===== src/rtl/uart_tx_ctrl.sv =====
// uart_tx_ctrl: pops the TX FIFO and serializes each byte LSB-first.
// Define UART_TX_PARITY_EN to add a parity bit (PARITY_ODD selects odd).
module uart_tx_ctrl #(
  parameter int DATA_WIDTH   = 8,
  parameter int CLKS_PER_BIT = 868,
  parameter int STOP_BITS    = 1,
`ifdef UART_TX_PARITY_EN
  parameter bit PARITY_ODD   = 1'b0,
`endif
  parameter int CNT_WIDTH    = $clog2(CLKS_PER_BIT)
) (
  input  logic                  clk,
  input  logic                  rstn,
  input  logic                  enable,
  input  logic                  fifo_empty,
  input  logic [DATA_WIDTH-1:0] fifo_rd_data,
  output logic                  fifo_rd_en,
  output logic                  tx,
  output logic                  busy,
  output logic                  frame_done
);

  localparam int IDX_W = $clog2(DATA_WIDTH + 1);

  typedef enum logic [2:0] {
    IDLE,
    FETCH,
    LOAD,
    START,
    DATA,
`ifdef UART_TX_PARITY_EN
    PARITY,
`endif
    STOP
  } state_t;

  state_t                state_q, state_d;
  logic [CNT_WIDTH-1:0]  cnt_q, cnt_d, cnt_nxt;
  logic [IDX_W-1:0]      idx_q, idx_d;
  logic [DATA_WIDTH-1:0] shift_q, shift_d;
  logic                  tx_q, tx_d;
  logic                  rd_en_q, rd_en_d;
  logic                  bit_end;
`ifdef UART_TX_PARITY_EN
  logic                  par_q, par_d;
`endif

  assign bit_end = (cnt_q == CNT_WIDTH'(CLKS_PER_BIT - 1));
  assign cnt_nxt = bit_end ? '0 : cnt_q + CNT_WIDTH'(1);

  always_ff @(posedge clk or negedge rstn) begin
    if (!rstn) begin
      state_q <= IDLE;
      cnt_q   <= '0;
      idx_q   <= '0;
      shift_q <= '0;
      tx_q    <= 1'b1;
      rd_en_q <= 1'b0;
`ifdef UART_TX_PARITY_EN
      par_q   <= 1'b0;
`endif
    end else begin
      state_q <= state_d;
      cnt_q   <= cnt_d;
      idx_q   <= idx_d;
      shift_q <= shift_d;
      tx_q    <= tx_d;
      rd_en_q <= rd_en_d;
`ifdef UART_TX_PARITY_EN
      par_q   <= par_d;
`endif
    end
  end

  always_comb begin
    state_d    = state_q;
    cnt_d      = cnt_nxt;
    idx_d      = idx_q;
    shift_d    = shift_q;
    tx_d       = tx_q;
    rd_en_d    = 1'b0;
    frame_done = 1'b0;
`ifdef UART_TX_PARITY_EN
    par_d      = par_q;
`endif
    unique case (state_q)
      IDLE: begin
        tx_d  = 1'b1;
        cnt_d = '0;
        idx_d = '0;
        if (enable && !fifo_empty) begin
          rd_en_d = 1'b1;
          state_d = FETCH;
        end
      end
      FETCH: begin
        cnt_d   = '0;
        state_d = LOAD;
      end
      LOAD: begin
        cnt_d   = '0;
        shift_d = fifo_rd_data;
        tx_d    = 1'b0;
        state_d = START;
`ifdef UART_TX_PARITY_EN
        par_d   = (^fifo_rd_data) ^ PARITY_ODD;
`endif
      end
      START: begin
        if (bit_end) begin
          idx_d   = '0;
          tx_d    = shift_q[0];
          state_d = DATA;
        end
      end
      DATA: begin
        if (bit_end) begin
          shift_d = shift_q >> 1;
          tx_d    = shift_d[0];
          idx_d   = idx_q + IDX_W'(1);
          if (idx_q == IDX_W'(DATA_WIDTH - 1)) begin
            idx_d   = '0;
`ifdef UART_TX_PARITY_EN
            tx_d    = par_q;
            state_d = PARITY;
`else
            tx_d    = 1'b1;
            state_d = STOP;
`endif
          end
        end
      end
`ifdef UART_TX_PARITY_EN
      PARITY: begin
        if (bit_end) begin
          tx_d    = 1'b1;
          state_d = STOP;
        end
      end
`endif
      STOP: begin
        if (bit_end) begin
          if (idx_q == IDX_W'(STOP_BITS - 1)) begin
            frame_done = 1'b1;
            idx_d      = '0;
            state_d    = IDLE;
          end else begin
            idx_d = idx_q + IDX_W'(1);
          end
        end
      end
      default: state_d = IDLE;
    endcase
  end

  assign tx         = tx_q;
  assign fifo_rd_en = rd_en_q;
  assign busy       = (state_q != IDLE);

endmodule


===== config.mk =====
export PLATFORM = sky130hd
export DESIGN_NAME = uart_tx_ctrl
export DESIGN_NICKNAME = d
export VERILOG_FILES = /design/src/rtl/uart_tx_ctrl.sv
export SDC_FILE = /design/constraint.sdc
export NUM_CORES = 1
export LEC_CHECK = 0
export ABC_AREA = 0
export CAP_MARGIN = 15
export CORE_MARGIN = 2
export CORE_UTILIZATION = 30
export CTS_BUF_LIST = sky130_fd_sc_hd__clkbuf_8
export DETAILED_ROUTE_END_ITERATION = 16
export PLACE_DENSITY = 0.46
export SYNTH_ARGS = -nofsm -noshare
export SYNTH_HDL_FRONTEND = slang
export SYNTH_SLANG_ARGS = --single-unit

===== constraint.sdc =====
create_clock -name clk -period 2.2 [get_ports clk]
set_input_delay 0.22 -clock clk [delete_from_list [all_inputs] [get_ports clk]]
set_output_delay 0.22 -clock clk [all_outputs]
set_load 0.05 [all_outputs]

==> reports/metrics.cfg <==
[run_status]
status=completed

[power_and_ir_drop]
p_per_area_nw_per_um2=452
ir_drop_mv=0.236
leakage_nw=0.798
p_total_mw=0.842

[grt]
grt_pass1_vias=1154
antenna_found_initial=0
track_usage_pct=12.5
grt_max_degree=28
grt_pass1_wl_mm=5.43
grt-ovfl-total=0

[floorplanning]
rows=25
ios=16
initial_utilization_pct=31.7
die_h_microns=75.3
fp.dieW_microns=75.3
coreArea_sq_um=4820
die-area_sq_um=5670

[route]
ant_nets=0
drtPass1Iterations=4
wire_per_inst_microns=13.6
drc=0
drt-initial-drc-count=102
routed_wl_mm=3.26
viasPerCell=4.87
num_vias=1164

[critical_path]
arrival_ns=1.92
setup.worst_path.end_class=output pin
r2r_slack_ns=0.34
critPathKind=reg2out
crit_path_cell_trace=or3_1 > clkdlybuf4s50_1
crit_path_top_delay_cell=clkdlybuf4s50_1
cpPeakStageDelay_ns=0.75
critPathLaunchType=flip-flop
cp_max_fo=5
required_ns=1.98

[finish]
seqCellArea_sq_um=677
fillers=514
drive_above_1_share_pct=16.3
fin_area_sq_um=1870
final_common_cell=dfrtp_1
n_antenna_cell=0
multi_input_area_sq_um=810
nNetsFinal=188
mostFrequentLayoutCells=dfrtp_1 (26), nor2_1 (14), clkdlybuf4s50_1 (14)
syn_to_final_growth_pct=22.3

[yosys]
syn-num-nets=167
ys_types=48
ys.warnings.count=0
synth_flop_cell=dfrtp_1
async_flop_share_pct=100
synth_top_area_share_pct=42.7
synthCells=152
ys_ff_latch=27
synth_edf_count=0
synth_area_leader_cell=dfrtp_1
yosys-top-cells-area=dfrtp_1 (43%), mux2i_1 (4.6%), nor2_1 (3.4%)
avgSynthCellArea_sq_um=10.0
synth_area_sq_um=1530
synth_seq_area_share_pct=44.4

[timing]
max_slew.worst_pin.slew_ns=0.495
fmax_mhz=467
period_share_pct=97.3
period_needed_ns=2.14
setup_tns_ns=0
skew_ns=0.00849
drv_slew=0
grt_setup_unrepaired=no
hold_violations=0
relSlewSlack_pct=66.9
setup_viol=0

[hold_path]
hp-class=in2async

[clocking]
clk_pin_slew_worst_paths_ns=0.10
cts_hold_buffers=0
tritoncts=built
cts_root_buf=clkbuf_8
cts-buffers-inserted=3
htree_levels=1
clkLatencyLatePin_ns=0.28
clock_sinks=27
clock_path_buffers=2

[placed_design]
place_hpwl_mm=2.36
port_buffers=15
place_area_sq_um=1800
place.gp.congestion=0.759

[job]
drv_cap=0

## path summary, 6_finish.rpt
| check | from | to | depth (start not counted) |
|---|---|---|---|
| setup / recovery | state_q[2] | busy | 2 |
| hold / removal | rstn | cnt_q[7] | 2 |
| setup reg to reg | cnt_q[0] | idx_q[0] | 6 |
| hold reg to reg | shift_q[3] | shift_q[3] | 2 |
| max in group asynchronous | rstn | tx | 2 |
| min in group clk | shift_q[3] | shift_q[3] | 2 |
## synthesized netlist by cell type (2+ instances only)
master    number
buf_4          2
mux2_2         2
nor3_1         3
nor2_1        14
dfrtp_1       26
a31oi_1        2
o21ai_0        9
or3_1          2
clkbuf_1       2
buf_2          3
ha_1           3
nand4_1        3
a41o_1         2
a21oi_1        4
mux2i_1        7
nor2b_1        4
and3_1         4
nand3_1        7
a211oi_1       2
nor3b_1        3
nand2_1       12
xnor2_1        3
xor2_1         4
inv_1          5
## timing repair
| action | in CTS | in global routing |
|---|---|---|
| endpoints found under the setup margin | 1 | 1 |
| resized for setup | 2 | 1 |
| buffers inserted | 1 | 0 |
| pin swaps | 0 | 1 |
## state kept, by name, indices dropped and copies added, names as in the netlist
name and flops:
fifo_rd_en 1, idx_q 4, cnt_q 10, shift_q 8, tx 1, state_q 3
## layer usage
metal | vias to the layer above | global-route usage [%] | routed length [microns]
li1 | 592 | - | -
met1 | 555 | 16.0 | 1530
met2 | 15 | 21.5 | 1590
met3 | 2 | 3.04 | 120
met4 | 0 | 2.34 | 22
met5 | - | 0 | 0
## where the power goes
| part | leakage [nW] | total, mW | internal, mW | switching, mW |
|---|---|---|---|---|
| sequential | 0.321 | 0.508 | 0.503 | 0.00468 |
| combinational | 0.455 | 0.0413 | 0.0244 | 0.0169 |
| clock | 0.0217 | 0.293 | 0.129 | 0.164 |
| total | 0.798 | 0.842 | 0.657 | 0.186 |
## worst max-delay path: cells and delay by family, from the launching register on
kind | cells | cell delay, ns
buf+inv | 1 | 0.75
simple gates | 1 | 0.49
flops | 1 | 0.40
## logic make-up (layout without fill, tap and decap cells)
| kind of cell | Yosys count | count (layout) | synth area share, % |
|---|---|---|---|
| AO/OA/AOI/OAI | 32 | 32 | 16.1 |
| XOR/XNOR | 7 | 7 | 4.02 |
| adder cells (fa/ha/maj) | 3 | 3 | 2.46 |
| buffers and inverters | 13 | 33 | 4.43 |
| flip-flops | 27 | 27 | 44.4 |
| multiplexers | 9 | 9 | 6.07 |
| AND/OR/NAND/NOR | 61 | 61 | 22.6 |
## stage by stage
step	util (%)	hold WS, ns	cells	setup WS [ns]
final	38.7	0.301	239	0.0603
after global routing	38.7	0.328	239	0.00702
after CTS	38.7	0.313	239	0.0403
after detailed placement	37.3	0.476	234	0.136
after global placement	37.3	0.465	234	0.235
after floorplan	-	-0.0756	152	0.222
## layout make-up
class | instances | share of cell area, %
tap | 67 | 4.49
sequential | 27 | 36.3
multi-input combinational | 112 | 43.4
timing repair buffer | 24 | 12.2
clock inverter | 1 | 0.402
clock buffer | 3 | 2.21
inverter | 5 | 1.01
No activity file was read; power rests on OpenSTA's default activity.
